[src/rtl/alu_pkg.sv]
// Shared definitions for the sequential ALU: operation codes, FSM states and
// small decode helpers used by both the datapath and the control block.
package alu_pkg;

    localparam logic [3:0] ALU_AND = 4'b0000;
    localparam logic [3:0] ALU_OR  = 4'b0001;
    localparam logic [3:0] ALU_ADD = 4'b0010;
    localparam logic [3:0] ALU_SUB = 4'b0110;
    localparam logic [3:0] ALU_SLT = 4'b0111;
    localparam logic [3:0] ALU_NOR = 4'b1100;
    localparam logic [3:0] ALU_MUL = 4'b1000;

    typedef enum logic [1:0] {
        IDLE = 2'd0,
        MUL  = 2'd1,
        DONE = 2'd2
    } state_t;

    // Single-cycle operations handled by the slice-style combinational ALU.
    function automatic logic is_comb_op(input logic [3:0] ctrl);
        return (ctrl == ALU_AND) || (ctrl == ALU_OR)  || (ctrl == ALU_ADD) ||
               (ctrl == ALU_SUB) || (ctrl == ALU_SLT) || (ctrl == ALU_NOR);
    endfunction

    function automatic logic has_carry(input logic [3:0] ctrl);
        return (ctrl == ALU_ADD) || (ctrl == ALU_SUB) || (ctrl == ALU_SLT);
    endfunction

    function automatic logic has_overflow(input logic [3:0] ctrl);
        return (ctrl == ALU_ADD) || (ctrl == ALU_SUB);
    endfunction

endpackage

[src/rtl/alu_comb.sv]
// Combinational WIDTH-bit ALU assembled from 1-bit slices controlled by
// A_invert (ctrl[3]), B_invert (ctrl[2], also the carry-in) and op (ctrl[1:0]).
module alu_comb
    import alu_pkg::*;
#(
    parameter int WIDTH = 32
) (
    input  logic [WIDTH-1:0] a,
    input  logic [WIDTH-1:0] b,
    input  logic [3:0]       ctrl,
    output logic [WIDTH-1:0] result,
    output logic             cout,
    output logic             overflow
);

    logic             a_invert;
    logic             b_invert;
    logic [1:0]       op;
    logic [WIDTH-1:0] aa;
    logic [WIDTH-1:0] bb;
    logic [WIDTH-1:0] sum;
    logic [WIDTH:0]   carry;
    logic             set;

    assign a_invert = ctrl[3];
    assign b_invert = ctrl[2];
    assign op       = ctrl[1:0];

    // Ripple chain: each slice produces its sum bit and the carry into the next.
    always_comb begin
        aa       = a_invert ? ~a : a;
        bb       = b_invert ? ~b : b;
        sum      = '0;
        carry    = '0;
        carry[0] = b_invert;
        for (int i = 0; i < WIDTH; i++) begin
            sum[i]     = aa[i] ^ bb[i] ^ carry[i];
            carry[i+1] = (aa[i] & bb[i]) | (aa[i] & carry[i]) | (bb[i] & carry[i]);
        end
        cout     = carry[WIDTH];
        overflow = carry[WIDTH] ^ carry[WIDTH-1];
        // The MSB slice's set output: sign of A-B corrected for overflow.
        set      = sum[WIDTH-1] ^ overflow;
    end

    always_comb begin
        result = '0;
        case (op)
            2'b00:   result = aa & bb;
            2'b01:   result = aa | bb;
            2'b10:   result = sum;
            default: result = {{(WIDTH-1){1'b0}}, set};
        endcase
    end

endmodule

[src/rtl/alu_seq.sv]
// Sequential ALU stage: single-cycle logic/arith ops, a fixed-latency
// shift-add multiplier, registered result and flags, valid/ready on both sides.
module alu_seq
    import alu_pkg::*;
#(
    parameter int WIDTH = 32,
    parameter int CNT_W = $clog2(WIDTH) + 1
) (
    input  logic             clk_i,
    input  logic             rst_i,
    input  logic             in_valid_i,
    output logic             in_ready_o,
    input  logic [WIDTH-1:0] src1_i,
    input  logic [WIDTH-1:0] src2_i,
    input  logic [3:0]       ctrl_i,
    output logic             out_valid_o,
    input  logic             out_ready_i,
    output logic [WIDTH-1:0] result_o,
    output logic             zero_o,
    output logic             cout_o,
    output logic             overflow_o,
    output logic [1:0]       state_o
);

    state_t           state;
    logic [WIDTH-1:0] mcand;
    logic [WIDTH-1:0] mplier;
    logic [WIDTH-1:0] acc;
    logic [WIDTH-1:0] acc_next;
    logic [CNT_W-1:0] cnt;

    logic [WIDTH-1:0] alu_res;
    logic             alu_cout;
    logic             alu_ovf;

    logic [WIDTH-1:0] op_res;
    logic             op_zero;
    logic             op_cout;
    logic             op_ovf;
    logic             accept;

    alu_comb #(
        .WIDTH (WIDTH)
    ) u_comb (
        .a        (src1_i),
        .b        (src2_i),
        .ctrl     (ctrl_i),
        .result   (alu_res),
        .cout     (alu_cout),
        .overflow (alu_ovf)
    );

    // Handshake: a transfer happens on a rising edge where valid & ready are
    // both high. in_ready depends on state and out_ready_i only, never on
    // in_valid_i; out_valid and the result/flags hold until out_ready_i.
    assign in_ready_o  = (state == IDLE) || ((state == DONE) && out_ready_i);
    assign out_valid_o = (state == DONE);
    assign accept      = in_valid_i && in_ready_o;
    assign state_o     = state;

    assign acc_next = acc + (mplier[0] ? mcand : '0);

    // Undefined codes yield an all-zero result with every flag, zero_o included, low.
    always_comb begin
        op_res  = '0;
        op_zero = 1'b0;
        op_cout = 1'b0;
        op_ovf  = 1'b0;
        if (is_comb_op(ctrl_i)) begin
            op_res  = alu_res;
            op_zero = (alu_res == '0);
            op_cout = has_carry(ctrl_i) ? alu_cout : 1'b0;
            op_ovf  = has_overflow(ctrl_i) ? alu_ovf : 1'b0;
        end
    end

    always_ff @(posedge clk_i or negedge rst_i) begin
        if (!rst_i) begin
            state      <= IDLE;
            mcand      <= '0;
            mplier     <= '0;
            acc        <= '0;
            cnt        <= '0;
            result_o   <= '0;
            zero_o     <= 1'b0;
            cout_o     <= 1'b0;
            overflow_o <= 1'b0;
        end else if (accept) begin
            if (ctrl_i == ALU_MUL) begin
                mcand  <= src1_i;
                mplier <= src2_i;
                acc    <= '0;
                cnt    <= CNT_W'(WIDTH);
                state  <= MUL;
            end else begin
                result_o   <= op_res;
                zero_o     <= op_zero;
                cout_o     <= op_cout;
                overflow_o <= op_ovf;
                state      <= DONE;
            end
        end else begin
            case (state)
                MUL: begin
                    acc    <= acc_next;
                    mcand  <= mcand << 1;
                    mplier <= mplier >> 1;
                    cnt    <= cnt - CNT_W'(1);
                    // Always runs the full WIDTH iterations so latency is fixed.
                    if (cnt == CNT_W'(1)) begin
                        result_o   <= acc_next;
                        zero_o     <= (acc_next == '0);
                        cout_o     <= 1'b0;
                        overflow_o <= 1'b0;
                        state      <= DONE;
                    end
                end
                DONE: begin
                    if (out_ready_i) begin
                        state <= IDLE;
                    end
                end
                IDLE: begin
                    state <= IDLE;
                end
                default: begin
                    state <= IDLE;
                end
            endcase
        end
    end

endmodule
[config.mk]
export PLATFORM = sky130hd
export DESIGN_NAME = alu_seq
export DESIGN_NICKNAME = d
export VERILOG_FILES = /design/src/rtl/alu_pkg.sv /design/src/rtl/alu_comb.sv /design/src/rtl/alu_seq.sv
export SDC_FILE = /design/constraint.sdc
export NUM_CORES = 1
export LEC_CHECK = 0
export ABC_AREA = 1
export BUFFER_PORTS_ARGS = -buffer_cell sky130_fd_sc_hd__buf_2
export CAP_MARGIN = 20
export CORE_MARGIN = 5
export CORE_UTILIZATION = 30
export DETAILED_ROUTE_END_ITERATION = 16
export GPL_TIMING_DRIVEN = 0
export HOLD_SLACK_MARGIN = 0.1
export PLACE_DENSITY = 0.47
export RECOVER_POWER = 50
export SYNTH_ARGS = -nofsm -noshare
export SYNTH_HDL_FRONTEND = slang
export SYNTH_HIERARCHICAL = 1
export SYNTH_SLANG_ARGS = --single-unit
[constraint.sdc]
create_clock -name clk_i -period 4.1 [get_ports clk_i]
set_input_delay 0.82 -clock clk_i [delete_from_list [all_inputs] [get_ports clk_i]]
set_output_delay 0.82 -clock clk_i [all_outputs]
set_load 0.05 [all_outputs]
==> metrics.txt, run 1 <==
status=finished, violations left; failing checks=capacitance limit, slew limit, setup timing; cell at the slowest stage of the critical path=fa_2; Net Count, Synth=1939; Die Wd=around 210 microns; NetSw=5.48 mW; Simple-Gate Fraction of Synth Area=a little over a quarter; Sw Ratio=a little over half; Crit. End Element=register; Skew-Pair Late Insertion Delay=0.44 ns; CTS tree=built; Leakage Power=roughly 7.5 nW; total global routing overflow=0; maxcap violations=1; remaining antenna violation count=0; initial antenna violation count=1; cts hold-fix bufs=0; area occupied by multi-input gates=7730 sq um; first-pass GRT wire length=about 65000 microns; clock buffer depth=2; Tot Pwr=~10 mW; Relative slew margins=-90.5%; Yosys cell types=41; DIE AREA=about 45000 sq um; Cell Pwr Density=709 nW/um^2; main combinational cell family by area after synthesis=simple AND/OR/NAND/NOR gates; Mapped Area=between 10000 and 15000 sq um; synthesized flop and latch total=between 100 and 150; antenna cells=0; clock root cell=clkbuf_16; Worst Hold Slack=~0.49 ns; WP data arrival=approximately 13 ns; Most common cell on crit path=fa_2; RSZ-0062 raised after global routing=true; IO Count=between 100 and 150; Final setup viols=28; port buffer count=110; die height=around 210 microns; Max stage delay on crit path=around 0.4 ns; fraction of layout cells with a size suffix above 1=18.3%; min Tclk post-route=roughly 13 ns; post-route clock period utilization=312%; syn_area_per_cell=between 7 and 8 sq um; Final Hold Vio Count=0; Pins Over Slew Limit=50; Total GRT Usage=approximately a fifth; startpoint types=input port; vias per inst=4.65; H-tree levels=4; worst path required time=about 4.5 ns; mux contribution to synthesized area=0%; Core ar.=approximately 40000 sq um; vias in the first global route=11300; worst vdd ir=0.326 mV; post-synthesis instance total=1737; XOR/XNOR share of the synthesized area=around 4.9%; TritonCTS Buffers=17; Clock Power Share=roughly 15%; Post-layout nets=around 2100; fmax=slightly below 0.08 GHz; Max Clock Skew=0.00924 ns; post-synthesis async set-or-reset flop share=between 90% and 100%; gpl congestion=between 0.8 and 0.9; worst setup margin=-8.67 ns; drt drc=0; area grow syn2layout=19.6%; num rows=74; Clk pin slew, worst setup/hold paths=about 0.07 ns; Internal=4.87 mW; post-synthesis adder-cell area fraction=roughly 15%; DR iter-0 viols=about 580; combinational share of power=~60%; Register Area=between 3000 and 4000 sq um; filler instances=4432; largest net degree at the start of global routing=roughly 90; sequential share of power=between 20% and 30%; compound-gate portion of the synthesized area=a little under an eighth; sequential area share after synthesis=approximately 28%; routed vias=between 10000 and 15000; drt wl/cell=approximately 17 microns; Ys Warns=6; routed wire length=42100 microns; DP HPWL=around 35000 microns; Worst Setup Path Type=in2reg; EDFF count, synth=0; worst-margin pin slew=between 2 and 3 ns; Hold Crit Class=reg2reg; CTS sink cnt=about 140; drt first pass iters=5; crit-path max FO=5; top_reg_cell synth=dfrtp_1; Initial Util=about 30%
## power groups by stage
stage / clock [mW] / combinational [mW] / sequential [mW]
after detailed placement: 0 / 6.09 / 2.53
after global routing: 1.67 / 7.04 / 2.60
after floorplan: 0 / 3.80 / 2.97
after global placement: 0 / 6.06 / 2.53
final: 1.58 / 6.26 / 2.51
after CTS: 1.61 / 6.19 / 2.51
## metal layers
metal,wire length [microns],part of all wire (%),track usage [%],up-vias
met4,674,1.6,4.80,0
met3,1100,2.6,2.12,35
met1,19900,47,25.5,5389
met2,20400,48,32.2,163
met5,0,0,0,-
li1,-,-,-,5680
## path summary, 6_finish.rpt
kind                        startpoint           end  slack (ns)  cells after the start
setup / recovery             ctrl_i[3]        zero_o       -8.67                     43
hold / removal             result_o[1]   result_o[1]        0.49                      2
setup reg to reg             mplier[0]        zero_o        0.66                     16
hold reg to reg            result_o[1]   result_o[1]        0.49                      2
max in group asynchronous        rst_i  result_o[25]        0.37                      2
min in group asynchronous        rst_i     mplier[4]        1.29                      1
## sequential cells by signal, summed over array words and instances, names as in the netlist
signal	cells
result_o	32
mcand	32
mplier	32
overflow_o	1
zero_o	1
cout_o	1
acc	32
state_o	2
cnt	6
## through the flow
stage | setup slack (ns) | util, % | cell area [sq um] | instances | setup TNS [ns]
after global routing | -8.98 | 36.0 | 14600 | 2424 | -165.83
after detailed placement | -9.72 | 33.4 | 13600 | 2380 | -154.74
after floorplan | -8.45 | - | 12300 | 1737 | -132.88
after global placement | -9.69 | 33.3 | 13500 | 2379 | -159.39
after CTS | -8.85 | 35.6 | 14400 | 2425 | -134.74
final | -8.67 | 36.0 | 14600 | 2424 | -131.58
## timing repair
action                                  in CTS  in global routing
buffers inserted                            14                  6
pin swaps                                    9                 22
endpoints found under the setup margin      29                 29
hold endpoints to repair                     0                  0
gates resized for setup                     51                 70
## logic make-up (layout without fill, tap and decap cells)
family | after synthesis | count (layout)
AO/OA/AOI/OAI | 222 | 222
XOR/XNOR | 69 | 69
adder cells (fa/ha/maj) | 130 | 130
buffers and inverters | 349 | 504
flip-flops | 139 | 139
AND/OR/NAND/NOR | 828 | 828
## synth_stat cells, types with 29 or more instances
cell type,number,area share (%)
xnor2_1,64,4.6
a21oi_1,76,3.1
inv_1,276,8.5
dfrtp_1,139,28
o211ai_2,30,3.1
nor2_1,157,4.8
o21ai_0,38,1.6
ha_1,97,9.9
a31oi_1,65,3.3
clkbuf_1,29,0.89
fa_1,33,5.4
nand2_1,560,17
nand3_1,62,2.5
## layout by cell type, fill, tap and decap left out, drive strengths merged, types with 31 or more instances in the layout
cell type,n
nor2,165
fa,33
nand3,63
buf,154
ha,97
xnor2,64
a21oi,76
clkbuf,53
a31oi,65
dfrtp,139
inv,291
o211ai,31
nand2,561
o21ai,40
## critical path, delay by kind of cell
kind / cells / cell delay, ns
xor+xnor: 1 / 0.13
buf+inv: 4 / 0.36
fa+ha+maj: 31 / 10.73
simple gates: 5 / 0.80
compound gates: 2 / 0.27
## layout make-up
| class | count | share of cell area, % |
|---|---|---|
| Multi-Input combinational cell | 1249 | 52.9 |
| Sequential cell | 139 | 23.8 |
| Inverter | 282 | 7.25 |
| Timing Repair Buffer | 125 | 4.73 |
| Tap cell | 532 | 4.56 |
| Clock buffer | 17 | 2.91 |
| Buffer | 65 | 2.74 |
| Clock inverter | 15 | 1.05 |
(Power assumes the default switching activity.)
==> run 2: changes to the inputs <==
--- a/config.mk
+++ b/config.mk
@@ -15,6 +15,7 @@
 export HOLD_SLACK_MARGIN = 0.1
 export PLACE_DENSITY = 0.47
 export RECOVER_POWER = 50
+export SLEW_MARGIN = 10
 export SYNTH_ARGS = -nofsm -noshare
 export SYNTH_HDL_FRONTEND = slang
 export SYNTH_HIERARCHICAL = 1
==> constraint.sdc (replaced) <==
create_clock -name clk_i -period 12.55 [get_ports clk_i]
set_input_delay 2.51 -clock clk_i [delete_from_list [all_inputs] [get_ports clk_i]]
set_output_delay 2.51 -clock clk_i [all_outputs]
set_load 0.05 [all_outputs]
==> run 2 against run 1 <==
Net effect:
- the run still ends with capacitance limit, slew limit, setup timing left
- non-clock buffer count increased by 1
- first-iteration DRC count grew 10%
- die area unchanged
- global-route usage grew 0.35 points
- clock power down 66%
- via count rose by 1.7%
- highest routed layer unchanged
- largest cell class unchanged
- register-to-register slack better by 8.5 ns
- clock skew up 0.0015 ns
- combinational power down 68%
==> metrics.txt, run 2 (synthesized netlist as in run 1, its figures left out) <==
initial antenna violation count=0 (-1); Clk pin slew, worst setup/hold paths=0.07 ns (about the same); Worst Setup SP=ctrl_i[3]; DIE AREA=44800 sq um (unchanged); IO Count=111 (unchanged); post-route clock period utilization=115%; num rows=74 (unchanged); Core ar.=40600 sq um (unchanged); min Tclk post-route=around 14 ns; crit-path max FO=6 (+1); first-pass GRT wire length=66100 microns (+1.4%); CTS sink cnt=139 (unchanged); vias in the first global route=11600 (+3.2%); start point of the worst hold path=result_o[1]; Max Clock Skew=0.0108 ns (+0.00152 ns); Layout Utilization=35.5% (-0.46 points); area grow syn2layout=18.1%; Worst path top cell family by delay=adder cells; Cell Pwr Density=233 nW/um^2 (-67%); vias per inst=4.72 (+1.7%); most frequent cells in the layout=nand2_1 (554), inv_1 (267), nor2_1 (159), dfrtp_1 (139), buf_2 (125); maxcap violations=2 (+1); Most common cell on crit path=fa_2; clock root cell=clkbuf_16; Max stage delay on crit path=0.38 ns (-0.02 ns); startpoint types=input port; DP HPWL=34700 microns (-0.69%); GRT met1 Usage=25.1% (-0.36 points); Hold Crit Class=reg2reg; Skew-Pair Late Insertion Delay=0.46 ns (+0.02 ns); worst path required time=12.93 ns (+8.47 ns); Hold Crit Depth=2 (unchanged); Buf/Inv on CP=4 (unchanged); gpl congestion=0.960 (+8.4%); port buffer count=110 (unchanged); Hold Path End=result_o[1]; leading cell type in the layout, fill and taps excluded=nand2_1; Initial Util=30.1% (unchanged); DR iter-0 viols=634 (+10%); RR Endpoint=zero_o; Worst Setup Path Type=in2reg; cell at the slowest stage of the critical path=fa_2; largest net degree at the start of global routing=102 (+11%); Pins Over Slew Limit=142 (+180%); status=finished, violations left; remaining antenna violation count=0 (unchanged); Final Hold Vio Count=0 (unchanged); failing checks=capacitance limit, slew limit, setup timing; worst vdd ir=0.112 mV (-66%); fraction of layout cells with a size suffix above 1=15.8% (-2.5 points); Reg2Reg Setup Slack=9.20 ns (+8.54 ns); WP data arrival=14.82 ns (+1.68 ns); drt drc=0 (unchanged); routed wire length=42700 microns (+1.5%); Placement Setup Slack=-2.89 ns (+6.83 ns); Final setup viols=8 (-71%); TNS Setup=-9.73 ns (+121.84 ns); Most Crowded Layer GR=met2; Crit. End Element=register; H-tree levels=4 (unchanged); CTS tree=built; RSZ-0062 raised after global routing=true; R2R cell count=16 (unchanged); drt first pass iters=5 (unchanged); worst-margin pin slew=5.68 ns (+2.83 ns); die height=212 microns (unchanged); Tot Pwr=3.36 mW (-68%); Cells after DPL=2380 (unchanged); fmax=about 0.069 GHz; Total GRT Usage=19.2% (+0.35 points); Post-layout nets=2082 (+0.048%); Die Wd=212 microns (unchanged); drt wl/cell=17.6 microns (+1.4%); GR met3 Demand/Resource=2.64% (+0.52 points); routed vias=11500 (+1.7%); total global routing overflow=0 (unchanged); GR Util met2=32.8% (+0.58 points); non-filler instance count after layout=2425 (+0.041%); r2r startpoint=mplier[0]; antenna cells=0 (unchanged); Relative slew margins=-279% (-190 points); Leakage Power=7.57 nW (+0.78%); TritonCTS Buffers=17 (unchanged); worst setup margin=-1.89 ns (+6.78 ns); clock buffer depth=2 (unchanged)
## run 2: cell count changes in the layout (fill, tap and decap cells not counted), moves of 15 or more
| cell | before | now |
|---|---|---|
| inv_2 | 31 | 15 |
| a21oi_1 | 53 | 70 |
| nand2_1 | 539 | 554 |
| nand2_2 | 21 | 6 |
| inv_1 | 251 | 267 |
| a21oi_2 | 23 | 5 |
## run 2: report_power, final
| group | internal, mW | switching [mW] |
|---|---|---|
| combinational | 0.635 | 1.37 |
| clock | 0.313 | 0.231 |
| sequential | 0.665 | 0.145 |
## run 2: layer usage
layer	vias to the layer above	wire, microns
met5	-	0
met3	57	1510
met1	5483	19400
met4	0	1130
met2	232	20700
li1	5686	-
## run 2: worst max path at each step
stage              to  slack [ns]  cells past startpoint
3_5_place_dp   zero_o       -2.89                     46
2_1_floorplan  zero_o       -1.69                     44
5_1_grt        zero_o       -2.13                     43
6_report       zero_o       -1.89                     43
4_1_cts        zero_o       -2.00                     44
3_3_place_gp   zero_o       -2.86                     46
## run 2: repair_timing
action	4_1_cts	5_1_grt
resized for setup	33	22
endpoints found under the setup margin	10	10
pin swaps	10	11
buffers inserted	12	4
hold buffers	0	0
## run 2: tightest hold or removal path, stage by stage, from the launching register on
cell,delay [ns]
dfrtp_1,0.35
nand2_1,0.05
nand2_1,0.05
## run 2: area by class of cell
type                    count  area [sq um]
flip-flops and latches    139          3480
inverters                 282          1060
plain buffers              65           400
clock buffers              18           429
clock inverters            14           173
multi-input cells        1249          7510
fillers                  4420         26100
repair buffers            126           703
well taps                 532           666
## run 2: per-stage QoR
stage,hold slack [ns],cell area (sq um)
3_5_place_dp,0.478,13600
2_1_floorplan,0.456,12300
4_1_cts,0.496,14400
3_3_place_gp,0.469,13500
5_1_grt,0.509,14400
6_report,0.489,14400
